<file path="src/rtl/signed_count_scheduler.sv">
// signed_count_scheduler
// Shares one signed up-counter between two requesters. A round-robin
// pointer breaks ties. The granted requester's start/limit are captured on
// the grant edge. The counter then steps once per clock until it reaches the
// captured limit. Completion is flagged with a one-cycle done pulse.
module signed_count_scheduler #(
  parameter int WIDTH = 4
) (
  input  logic                    C,
  input  logic                    CLR,
  input  logic                    req0,
  input  logic signed [WIDTH-1:0] start0,
  input  logic signed [WIDTH-1:0] lim0,
  input  logic                    req1,
  input  logic signed [WIDTH-1:0] start1,
  input  logic signed [WIDTH-1:0] lim1,
  output logic                    gnt0,
  output logic                    gnt1,
  output logic                    busy,
  output logic                    done,
  output logic signed [WIDTH-1:0] Q
);

  typedef enum logic [1:0] {
    IDLE  = 2'd0,
    COUNT = 2'd1,
    DONE  = 2'd2
  } state_t;

  localparam logic [WIDTH-1:0] STEP = WIDTH'(1);

  state_t r_state;
  state_t w_state_next;

  logic signed [WIDTH-1:0] r_q;
  logic signed [WIDTH-1:0] r_lim;
  logic                    r_gnt0;
  logic                    r_gnt1;
  logic                    r_done;
  logic                    r_pri;

  logic signed [WIDTH-1:0] w_q_next;
  logic signed [WIDTH-1:0] w_lim_next;
  logic                    w_gnt0_next;
  logic                    w_gnt1_next;
  logic                    w_done_next;
  logic                    w_pri_next;

  logic w_any_req;
  logic w_sel;
  logic w_owner_req;
  logic w_at_lim;

  // Winner: the sole requester, or the pointer's favourite when both ask.
  assign w_any_req   = req0 | req1;
  assign w_sel       = (req0 & req1) ? r_pri : req1;
  // Request line of whoever currently owns the counter.
  assign w_owner_req = r_gnt1 ? req1 : req0;
  assign w_at_lim    = (r_q == r_lim);

  // State register, cleared asynchronously.
  always_ff @(posedge C or posedge CLR) begin
    if (CLR) begin
      r_state <= IDLE;
    end else begin
      r_state <= w_state_next;
    end
  end

  // Next-state logic; an owner dropping its request beats reaching the limit.
  always_comb begin
    w_state_next = r_state;
    case (r_state)
      IDLE:    if (w_any_req) w_state_next = COUNT;
      COUNT: begin
        if (!w_owner_req)  w_state_next = IDLE;
        else if (w_at_lim) w_state_next = DONE;
      end
      DONE:    w_state_next = IDLE;
      default: w_state_next = IDLE;
    endcase
  end

  // Next values of grant, counter, limit, pointer and done for each state.
  always_comb begin
    w_q_next    = r_q;
    w_lim_next  = r_lim;
    w_gnt0_next = r_gnt0;
    w_gnt1_next = r_gnt1;
    w_done_next = 1'b0;
    w_pri_next  = r_pri;
    case (r_state)
      IDLE: begin
        if (w_any_req) begin
          w_gnt0_next = ~w_sel;
          w_gnt1_next = w_sel;
          w_q_next    = w_sel ? start1 : start0;
          w_lim_next  = w_sel ? lim1 : lim0;
        end
      end
      COUNT: begin
        if (!w_owner_req) begin
          // Abort: release the counter, hold Q, favour the other side next.
          w_gnt0_next = 1'b0;
          w_gnt1_next = 1'b0;
          w_pri_next  = ~r_gnt1;
        end else if (w_at_lim) begin
          w_done_next = 1'b1;
        end else begin
          w_q_next = r_q + STEP;
        end
      end
      DONE: begin
        w_gnt0_next = 1'b0;
        w_gnt1_next = 1'b0;
        w_pri_next  = ~r_gnt1;
      end
      default: begin
        w_gnt0_next = 1'b0;
        w_gnt1_next = 1'b0;
      end
    endcase
  end

  // Datapath and registered outputs, cleared asynchronously.
  always_ff @(posedge C or posedge CLR) begin
    if (CLR) begin
      r_q    <= '0;
      r_lim  <= '0;
      r_gnt0 <= 1'b0;
      r_gnt1 <= 1'b0;
      r_done <= 1'b0;
      r_pri  <= 1'b0;
    end else begin
      r_q    <= w_q_next;
      r_lim  <= w_lim_next;
      r_gnt0 <= w_gnt0_next;
      r_gnt1 <= w_gnt1_next;
      r_done <= w_done_next;
      r_pri  <= w_pri_next;
    end
  end

  assign gnt0 = r_gnt0;
  assign gnt1 = r_gnt1;
  assign done = r_done;
  assign Q    = r_q;
  assign busy = (r_state != IDLE);

endmodule

</file>
<file path="config.mk">
export PLATFORM = sky130hd
export DESIGN_NAME = signed_count_scheduler
export DESIGN_NICKNAME = d
export VERILOG_FILES = /design/src/rtl/signed_count_scheduler.sv
export SDC_FILE = /design/constraint.sdc
export NUM_CORES = 1
export LEC_CHECK = 0
export ABC_CLOCK_PERIOD_IN_PS = 1800
export CORE_AREA = 3 3 50 52
export DETAILED_ROUTE_END_ITERATION = 10
export DIE_AREA = 0 0 53 55
export PLACE_DENSITY = 0.69
export SYNTH_ARGS = -nofsm -noshare
export SYNTH_HDL_FRONTEND = slang
export SYNTH_SLANG_ARGS = --single-unit
</file>
<file path="constraint.sdc">
create_clock -name C -period 1.8 [get_ports C]
set_clock_uncertainty 0.1 [all_clocks]
set_input_delay 0.45 -clock C [delete_from_list [all_inputs] [get_ports C]]
set_output_delay 0.45 -clock C [all_outputs]
set_load 0.05 [all_outputs]
</file>
After elaboration in Yosys (flattened, before gate mapping)
Index checks and enable logic that the tools add are counted.
{"block": "totals", "regBits": 14, "input_bits": 20, "latch_bits": 0, "word_cells": 51, "out_inout_bits": 8, "ramBits": 0, "memories": 0, "rom_bits": 0}
{"block": "op_classes", "bitwise_logic": 4, "magnitude_cmp": 0, "n_mul": 0, "n_div": 0, "n_eq_ne": 8, "n_reduce_logical": 9, "n_shift": 0, "n_addsub": 1, "mux": 22}
{"op": "two-way mux 4 bit", "count": 5}
{"op": "two-way mux 1 bit", "count": 9}
{"op": "!= test 2 bit (second input constant)", "count": 4}
{"op": "case mux 4 bit (2 select lines)", "count": 1}
{"op": "AND reduction 2 bit", "count": 4}
{"op": "two-way mux 2 bit", "count": 3}
{"op": "case mux 1 bit (2 select lines)", "count": 3}
{"op": "nonzero test 2 bit", "count": 3}
{"op": "adder 4 x 1 -> 4 bit (second input constant)", "count": 1}
{"op": "equality test 4 bit", "count": 1}
{"op": "case mux 2 bit (2 select lines)", "count": 1}
{"op": "AND reduction 4 bit", "count": 1}
{"op": "!= test 3 bit (second input constant)", "count": 1}
{"op": "equality test 2 x 1 -> 1 bit (second input constant)", "count": 1}
{"op": "equality test 2 bit (second input constant)", "count": 1}
{"op": "logical NOT 2 bit", "count": 1}
{"op": "NOT 1 bit", "count": 2}
{"op": "bitwise AND 1 bit", "count": 1}
{"op": "bitwise OR 1 bit", "count": 1}

Depth between registers and ports, before layout
Gate-level depths: netlist of the first run.
{"block": "logic_depth", "depth_word": 5, "depth_mapped": 6, "depth_no_buf": 5}

Worst setup path after synthesis of the first run
Ideal clock, no wire load.
{"block": "synth_path", "path_type": "register to register", "from": "register r_gnt1, in the netlist gnt1", "to": "register r_q[0], in the netlist Q[0]", "required_time_ns": 1.579, "stages_incl_launch_ff": 6, "setup_ns": 0.121, "path_buffers": 0, "synth_period_minus_slack_ns": 1.817, "arrival_time_ns": 1.596, "setup_slack_ns": -0.017, "cell_sequence": "dfrtp_1 -> mux2_2 -> nand2_1 -> o2bb2ai_4 -> a21oi_2 -> o22a_1"}
{"block": "synth_via", "elab_chain_cells": 3}
{"item": "start, declared", "line_no": "38", "text": "logic r_gnt1;"}
{"item": "start signal, assigned", "line_no": "138", "text": "r_gnt1 <= w_gnt1_next;"}
{"item": "two-way mux 1 bit", "line_no": "58", "text": "assign w_owner_req = r_gnt1 ? req1 : req0;"}
{"item": "!= test 2 bit (no source line)"}
{"item": "AND reduction 4 bit (no source line)"}
{"item": "end signal, assigned", "line_no": "135", "text": "r_q <= w_q_next;"}
{"item": "end, declared", "line_no": "35", "text": "logic signed [WIDTH-1:0] r_q;"}
No other way between the ends.
A chain may end at the register's enable or synchronous reset.

Worst setup path after layout of the first run
{"block": "layout_path", "from": "register r_state[1]", "to": "output port busy"}
{"block": "layout_via", "elab_chain_cells": 1}
{"item": "start, declared", "line_no": "32", "text": "state_t r_state;"}
{"item": "start signal, assigned", "line_no": "66", "text": "r_state <= w_state_next;"}
{"item": "nonzero test 2 bit", "line_no": "148", "text": "assign busy = (r_state != IDLE);"}
{"item": "end, declared", "line_no": "19", "text": "output logic busy,"}
No other way between the ends.

==> flow_summary.json, run 1 <==
{
  "status": "complete, no violations",
  "clkTransAtPathRegs_ps": 90,
  "syn-cell-area_um2": 824.5,
  "crit_type": "flop to primary output",
  "start_kind": "flop",
  "path_cells": "or2_4 > buf_4 > buf_12",
  "maxCapViolCount": 0,
  "numCtsBuffers": 3,
  "coreArea_mm2": 0.002148,
  "p_switching_mw": 1.075,
  "dp_slack_ps": -312.1,
  "yosysSeqAreaShare": 0.4249,
  "syn2layout_area_growth_pct": 63.58,
  "yosys-top-cells-area": "dfrtp_1 (42%), a222oi_1 (4.9%), xnor2_1 (4.2%)",
  "yosysTopAreaCell": "dfrtp_1",
  "fin_ws_ps": 54.68,
  "cts_tree": "yes",
  "drt_iter0_drc": 26,
  "fill_cells": 179,
  "synth_cell_type_count": 30,
  "post-route-cell-area_mm2": 0.001349,
  "critPathSlowestCell": "dfrtp_1",
  "seqPwrFrac": 0.245,
  "dr_wl_met2_um": 1184,
  "switching_share": 0.4279,
  "portBuffers": 27,
  "dp_hpwl_um": 1540,
  "ir_drop_mv": 0.9910,
  "clock_sinks": 14,
  "clock.fmax_mhz": 573.0,
  "die_area_mm2": 0.002915,
  "dr_total_vias": 766,
  "slew_violations": 0,
  "clock_power_share": 0.090,
  "met1_length_um": 815,
  "holdBufCountCts": 0,
  "multi_input_comb_area_um2": 431.7,
  "row_count": 17,
  "final_util": 0.6278,
  "antenna_found_initial": 0,
  "cp.arrival_ps": 1200,
  "wl_met3_um": 92,
  "crit_fanout": 3,
  "crit_family": "flip-flops",
  "htreeDepth": 1,
  "syn_nets": 100,
  "grt_usage": 0.1680,
  "initial_core_util": 0.3838,
  "place_area_mm2": 0.001281,
  "synthFlopType": "dfrtp_1",
  "yosys-top-cells-count": "dfrtp_1 (14), inv_1 (8), nor2_1 (8)",
  "hold_path.class": "input port to async pin",
  "netlist.area_leader.share": 0.4249,
  "crit_required_ps": 1250,
  "nets": 147,
  "routed_wl_um": 2113,
  "fin_hold_ws_ps": 361.2,
  "comb_power_share": 0.665,
  "cpPeakStageDelay_ps": 380,
  "clock_latency_ps": 280,
  "crit_buf_inv": 2,
  "finalCritPeriodShare": 0.9696,
  "powerDensity_mw_per_mm2": 1863,
  "routabilityCongestion": 0.7336,
  "internal-power_mw": 1.437,
  "syn_avg_cell_area_um2": 10.44,
  "die_h_um": 55,
  "ys_ff_latch": 14,
  "netlist_instances": 79,
  "crit_path_end_kind": "primary output",
  "io-pin-count": 28,
  "tns_ps": 0,
  "yosysMostFrequentCell": "dfrtp_1",
  "root_buffer": "clkbuf_4",
  "dr.pass1.iters": 4,
  "relSlewSlack": 0.7452,
  "cts.path.max_buffers": 2,
  "rsz0062_at_grt": "false",
  "overflow": 0,
  "drive_gt1_frac": 0.3280,
  "yosys_warnings": 0,
  "antennaDiodeCount": 0,
  "grt_pass1_wl_um": 3456,
  "grt_max_degree": 15,
  "die_width_um": 53,
  "wire_per_inst_um": 13.81,
  "finalSetupViolCount": 0,
  "drcViolationCount": 0,
  "tightest_slew_ps": 380.8,
  "period_minus_slack_ps": 1745,
  "postRouteAntennaNets": 0,
  "synth-edff-count": 0,
  "async_flop_share": 1.000,
  "leakage_nw": 0.6168,
  "final-hold-violation-count": 0,
  "seq_area_um2": 351.6,
  "viasPerCell": 5.007,
  "grt_pass1_vias": 807,
  "highest_layer": "met4"
}
==> layout by cell type (no fill, tap or decap), drive strengths merged, types with 2 or more instances in the layout <==
cell,synthesis,final
o22a,2,2
buf,1,25
xnor2,4,4
inv,8,8
o21ai,8,8
nand2,4,4
a21oi,4,4
nor2,8,8
clkdlybuf4s50,0,18
dfrtp,14,14
clkbuf,1,4
mux2,2,2
a222oi,4,4
a211oi,2,2
a21o,2,2
mux2i,3,3
==> worst register-to-register path, stage by stage, from the launching register on <==
cell,delay (ps)
dfrtp_1,380
or2_4,260
buf_4,150
o21bai_4,200
a222oi_1,370
inv_1,70
==> flip-flops by register name, indices dropped and copies added, names as in the netlist <==
name,flops
r_state,2
gnt0,1
Q,4
r_lim,4
gnt1,1
r_pri,1
done,1
==> metrics by stage <==
step                      power (mW)  cells
after global routing           2.693    153
after floorplan                1.569     79
after CTS                      2.485    151
after global placement         2.191    145
after detailed placement       2.223    145
final                          2.513    153
==> cell families after synthesis <==
| group | synth area share |
|---|---|
| AOI/OAI and AO/OA | 0.2990 |
| xor gates and xnor gates | 0.04248 |
| adders and majority gates | 0.01517 |
| buffers and inverters | 0.05462 |
| DFF | 0.4249 |
| muxes | 0.06373 |
| and+or+nand+nor | 0.1002 |
==> layout make-up <==
class | instances | area share
Timing Repair Buffer | 44 | 0.3442
Sequential cell | 14 | 0.2607
Multi-Input combinational cell | 55 | 0.3200
Tap cell | 28 | 0.02597
Clock buffer | 4 | 0.02690
Inverter | 8 | 0.02226
==> path summary, 6_finish.rpt <==
| path | depth (start not counted) | start | endpoint | slack [ps] |
|---|---|---|---|---|
| max in group asynchronous | 3 | CLR | gnt1 | 1060 |
| min | 3 | CLR | r_pri | 360 |
| min reg2reg | 2 | r_lim[0] | r_lim[0] | 450 |
| min in group C | 2 | r_lim[0] | r_lim[0] | 450 |
| max | 3 | r_state[1] | busy | 50 |
| max reg2reg | 5 | r_state[1] | r_lim[1] | 150 |
==> power by group through the flow <==
stage | clock (mW) | sequential, mW | combinational (mW)
after floorplan | 0 | 0.829 | 0.740
after global placement | 0 | 0.614 | 1.58
after detailed placement | 0 | 0.617 | 1.61
after CTS | 0.234 | 0.614 | 1.64
after global routing | 0.249 | 0.634 | 1.81
final | 0.227 | 0.615 | 1.67
==> layer usage <==
metal / GRT usage / up-vias
met1: 0.1738 / 369
li1: - / 379
met4: 0.06809 / 0
met3: 0.06166 / 2
met2: 0.3079 / 16
met5: 0 / -
==> timing repair <==
action,in CTS,in global routing
endpoints found under the hold margin,0,0
resized for setup,3,0
pin swaps,2,1
buffers inserted,2,2
endpoints found under the setup margin,4,1
No activity file was read; power rests on OpenSTA's default activity.
==> inputs of run 2 (changes only) <==
--- a/config.mk
+++ b/config.mk
@@ -5,11 +5,11 @@
 export SDC_FILE = /design/constraint.sdc
 export NUM_CORES = 1
 export LEC_CHECK = 0
-export ABC_CLOCK_PERIOD_IN_PS = 1800
+export ABC_CLOCK_PERIOD_IN_PS = 1550
 export CORE_AREA = 3 3 50 52
 export DETAILED_ROUTE_END_ITERATION = 10
 export DIE_AREA = 0 0 53 55
-export PLACE_DENSITY = 0.69
+export PLACE_DENSITY = 0.72
 export SYNTH_ARGS = -nofsm -noshare
 export SYNTH_HDL_FRONTEND = slang
 export SYNTH_SLANG_ARGS = --single-unit
==> constraint.sdc (replaced) <==
create_clock -name C -period 1.55 [get_ports C]
set_clock_uncertainty 0.1 [all_clocks]
set_input_delay 0.3875 -clock C [delete_from_list [all_inputs] [get_ports C]]
set_output_delay 0.3875 -clock C [all_outputs]
set_load 0.05 [all_outputs]
==> run 2 against run 1 <==
  * The run now ends with setup timing left
  * Cell area grew 15%
  * Critical path depth is the same
  * Register-to-register slack lost 170 ps
  * Flip-flop and latch count is the same
  * Power grew 35%
  * Hold slack lost 74 ps
  * Core utilization grew 9.1 points
  * Non-clock buffer count grew 13
  * Die area is the same
==> flow_summary.json, run 2 (synthesis gave the netlist of run 1 again) <==
{
  "status": "finished, violations left",
  "violations": "setup timing",
  "fin_ws_ps": -132.0,
  "final-hold-violation-count": 0,
  "coreArea_mm2": 0.002148,
  "nets": 160,
  "crit_type": "flop to primary output",
  "finalSetupViolCount": 4,
  "start_kind": "flop",
  "die_width_um": 53,
  "antennaDiodeCount": 0,
  "hold_path.class": "input port to async pin",
  "grt_usage": 0.1913,
  "initial_core_util": 0.3838,
  "crit_path_end_kind": "primary output",
  "cts.path.max_buffers": 2,
  "cts_tree": "yes",
  "io-pin-count": 28,
  "relSlewSlack": 0.7961,
  "final_util": 0.7193,
  "grt_pass1_wl_um": 3884,
  "cp.arrival_ps": 1190,
  "rsz0062_at_grt": "true",
  "clkTransAtPathRegs_ps": 100,
  "period_minus_slack_ps": 1682,
  "clock_sinks": 14,
  "dr.pass1.iters": 4,
  "place_area_mm2": 0.001363,
  "drive_gt1_frac": 0.4565,
  "dp_slack_ps": -462.6,
  "antenna_found_initial": 0,
  "holdBufCountCts": 0,
  "powerDensity_mw_per_mm2": 2191,
  "wire_per_inst_um": 15.01,
  "viasPerCell": 4.988,
  "crit_fanout": 2,
  "die_area_mm2": 0.002915,
  "tns_ps": -162.6,
  "grt_pass1_vias": 864,
  "layout_common_cells": "buf_4 (21), clkdlybuf4s50_1 (17), dfrtp_1 (9), buf_6 (9)",
  "numCtsBuffers": 3,
  "crit_required_ps": 1060,
  "critPathSlowestCell": "dfrtp_1",
  "row_count": 17,
  "slew_violations": 0,
  "clock.fmax_mhz": 594.5,
  "crit_buf_inv": 2,
  "cpPeakStageDelay_ps": 380,
  "postRouteAntennaNets": 0,
  "dr_total_vias": 828,
  "overflow": 0,
  "syn2layout_area_growth_pct": 87.40,
  "finalCritPeriodShare": 1.085,
  "clock_latency_ps": 290,
  "post-route-cell-area_mm2": 0.001545,
  "leakage_nw": 0.7184,
  "layout_commonest_cell": "buf_4",
  "grt_max_degree": 15,
  "power.total_mw": 3.385,
  "crit_family": "flip-flops",
  "portBuffers": 27,
  "tightest_slew_ps": 305.4,
  "htreeDepth": 1,
  "path_cells": "or2_1 > buf_6 > buf_12",
  "ir_drop_mv": 1.137,
  "routabilityCongestion": 0.7683,
  "routed_wl_um": 2491,
  "die_h_um": 55,
  "drcViolationCount": 0,
  "root_buffer": "clkbuf_4",
  "drt_iter0_drc": 19,
  "maxCapViolCount": 0,
  "dp_hpwl_um": 1776
}
[run 2: cell count changes in the layout (fill, tap and decap cells not counted), sizes merged]
| cell | previous run | this run |
|---|---|---|
| buf | 25 | 38 |
| clkdlybuf4s50 | 18 | 17 |
| dlygate4sd2 | 1 | 2 |
[run 2: worst min-delay path, stage by stage]
cell and delay, ps:
clkdlybuf4s50_1 400, inv_1 50, buf_4 210
[run 2: timing repair]
action | in CTS | in global routing
setup buffers | 8 | 2
gates resized for setup | 10 | 12
gates cloned | 0 | 0
pin swaps | 6 | 6
endpoints found under the setup margin | 11 | 12
[run 2: stage by stage]
stage	hold slack, ps	instances
4_1_cts	291.8	164
5_1_grt	291.1	166
3_5_place_dp	387.5	152
3_3_place_gp	375.2	152
6_report	287.1	166
2_1_floorplan	176.4	79
[run 2: path summary, 6_finish.rpt]
kind	startpoint	end	slack, ps	depth (start not counted)
setup / recovery	r_state[0]	busy	-130	3
hold / removal	CLR	r_lim[0]	290	3
setup reg to reg	r_state[0]	r_lim[3]	-20	7
hold reg to reg	gnt0	gnt0	460	1
max in group asynchronous	CLR	gnt1	860	3
min in group C	gnt0	gnt0	460	1
[run 2: cell type report]
| type | count | area [um^2] |
|---|---|---|
| Clock buffer | 4 | 26.28 |
| Fill cell | 154 | 603.1 |
| Inverter | 8 | 30.03 |
| Multi-Input combinational cell | 55 | 490.5 |
| Sequential cell | 14 | 356.6 |
| Tap cell | 28 | 35.03 |
| Timing Repair Buffer | 57 | 606.8 |
[run 2: metal layers]
metal	vias up	part of all wire	GRT usage
met5	-	0	0
met4	0	0.010	0.1149
met3	2	0.047	0.02145
met2	28	0.52	0.3450
met1	394	0.42	0.2178
li1	404	-	-
[run 2: where the power goes]
part           leakage, nW  internal [mW]  total (mW)  switching, mW
Sequential           0.168          0.543       0.692          0.149
Combinational        0.536           1.32        2.47           1.14
Clock               0.0150         0.0998       0.227          0.127
Total                0.718           1.97        3.39           1.42
==> inputs of run 3 (changes only) <==
--- a/config.mk
+++ b/config.mk
@@ -6,9 +6,9 @@
 export NUM_CORES = 1
 export LEC_CHECK = 0
 export ABC_CLOCK_PERIOD_IN_PS = 1550
-export CORE_AREA = 3 3 50 52
+export CORE_AREA = 2 2 49 51
 export DETAILED_ROUTE_END_ITERATION = 10
-export DIE_AREA = 0 0 53 55
+export DIE_AREA = 0 0 51 53
 export PLACE_DENSITY = 0.72
 export SYNTH_ARGS = -nofsm -noshare
 export SYNTH_HDL_FRONTEND = slang
==> run 3 against run 2 <==
  * The flow still finishes with violations (setup timing)
  * Critical path depth is the same
  * Hold slack gained 7.7 ps
  * Largest cell class unchanged
  * Via count grew 8.6%
  * First-iteration DRC count is 16% higher
  * Worst setup slack worse by 14 ps
==> flow_summary.json, run 3 (synthesis gave the netlist of run 1 again) <==
{
  "relSlewSlack": 0.8054,
  "routabilityCongestion": 0.8927,
  "comb_power_share": 0.736,
  "final-hold-violation-count": 0,
  "post-route-cell-area_mm2": 0.001558,
  "place_area_mm2": 0.001390,
  "syn2layout_area_growth_pct": 88.92,
  "die_area_mm2": 0.002703,
  "drive_gt1_frac": 0.4786,
  "grt_usage": 0.1924,
  "finalCritPeriodShare": 1.094,
  "r2r_slack_ps": -100,
  "internal-power_mw": 1.972,
  "portBuffers": 27,
  "cp.arrival_ps": 1210,
  "die_width_um": 51,
  "root_buffer": "clkbuf_4",
  "crit_fanout": 2,
  "crit_path_end_kind": "primary output",
  "cts_tree": "yes",
  "postRouteAntennaNets": 0,
  "htreeDepth": 1,
  "ir_drop_mv": 1.161,
  "grt_max_degree": 15,
  "p_switching_mw": 1.480,
  "clkTransAtPathRegs_ps": 90,
  "finalSetupViolCount": 9,
  "clock.fmax_mhz": 589.5,
  "crit_type": "flop to primary output",
  "drt_iter0_drc": 22,
  "viasPerCell": 5.351,
  "holdBufCountCts": 0,
  "row_count": 17,
  "tns_ps": -639.0,
  "final_util": 0.7251,
  "tightest_slew_ps": 290.8,
  "crit_required_ps": 1060,
  "leakage_nw": 0.7163,
  "maxCapViolCount": 0,
  "period_minus_slack_ps": 1696,
  "rsz0062_at_grt": "true",
  "dr.pass1.iters": 4,
  "numCtsBuffers": 3,
  "power.total_mw": 3.452,
  "seqPwrFrac": 0.200,
  "powerDensity_mw_per_mm2": 2216,
  "fin_ws_ps": -146.4,
  "wire_per_inst_um": 16.03,
  "clock_latency_ps": 280,
  "fin_hold_ws_ps": 294.9,
  "grt_pass1_wl_um": 3726,
  "dr_total_vias": 899,
  "violations": "setup timing",
  "antenna_found_initial": 0,
  "clock_power_share": 0.063,
  "initial_core_util": 0.3838,
  "status": "finished, violations left",
  "hold_path.class": "input port to async pin",
  "layout_commonest_cell": "buf_4",
  "start_kind": "flop",
  "switching_share": 0.4286,
  "slew_violations": 0,
  "routed_wl_um": 2693,
  "die_h_um": 53,
  "grt_pass1_vias": 879,
  "io-pin-count": 28,
  "layout_common_cells": "buf_4 (29), clkdlybuf4s50_1 (17), dfrtp_1 (9), buf_12 (9), nor2_1 (8)",
  "coreArea_mm2": 0.002148,
  "dp_hpwl_um": 1827,
  "drcViolationCount": 0,
  "clock_sinks": 14,
  "cts.path.max_buffers": 2,
  "overflow": 0,
  "antennaDiodeCount": 0,
  "nets": 162
}
run 3: final timing paths:
| path | start | end | depth (start not counted) |
|---|---|---|---|
| worst max-delay path | r_state[1] | busy | 3 |
| worst min-delay path | CLR | r_lim[1] | 3 |
| worst max register to register | r_lim[0] | Q[0] | 5 |
| worst min register to register | gnt0 | gnt0 | 1 |
| max in group asynchronous | CLR | gnt1 | 3 |
| min in group C | gnt0 | gnt0 | 1 |
run 3: worst max-delay path, stage by stage (launching register included):
cell     delay (ps)
dfrtp_1         400
or2_4           270
buf_6           130
buf_12          140
run 3: what timing repair did:
action / 4_1_cts / 5_1_grt
gates resized for setup: 5 / 11
gates cloned: 0 / 1
endpoints found under the setup margin: 12 / 10
setup buffers: 2 / 7
pin swaps: 2 / 6
run 3: power groups by stage:
stage / Sequential, mW / Clock [mW] / Combinational (mW)
floorplan: 0.977 / 0 / 0.885
finish: 0.692 / 0.219 / 2.54
CTS: 0.671 / 0.224 / 2.21
global placement: 0.673 / 0 / 2.06
global route: 0.713 / 0.235 / 2.68
detailed placement: 0.683 / 0 / 2.13
run 3: cell type report:
type / instances / area [um^2]
fillers: 148 / 590.6
multi-input cells: 56 / 511.7
inverters: 8 / 30.03
clock buffers: 4 / 26.28
repair buffers: 58 / 598.1
flip-flops and latches: 14 / 356.6
well taps: 28 / 35.03
run 3: per-layer routing:
metal / part of all wire / track usage
met1: 0.37 / 0.1954
met4: 0.047 / 0.1622
met3: 0.056 / 0.01977
met5: 0 / 0
met2: 0.53 / 0.3528
run 3: metrics by stage:
| stage | setup WS (ps) | instances |
|---|---|---|
| after floorplan | -36.58 | 79 |
| after global placement | -494.6 | 154 |
| after detailed placement | -565.8 | 154 |
| after CTS | -148.2 | 160 |
| after global routing | -206.0 | 168 |
| final | -146.4 | 168 |
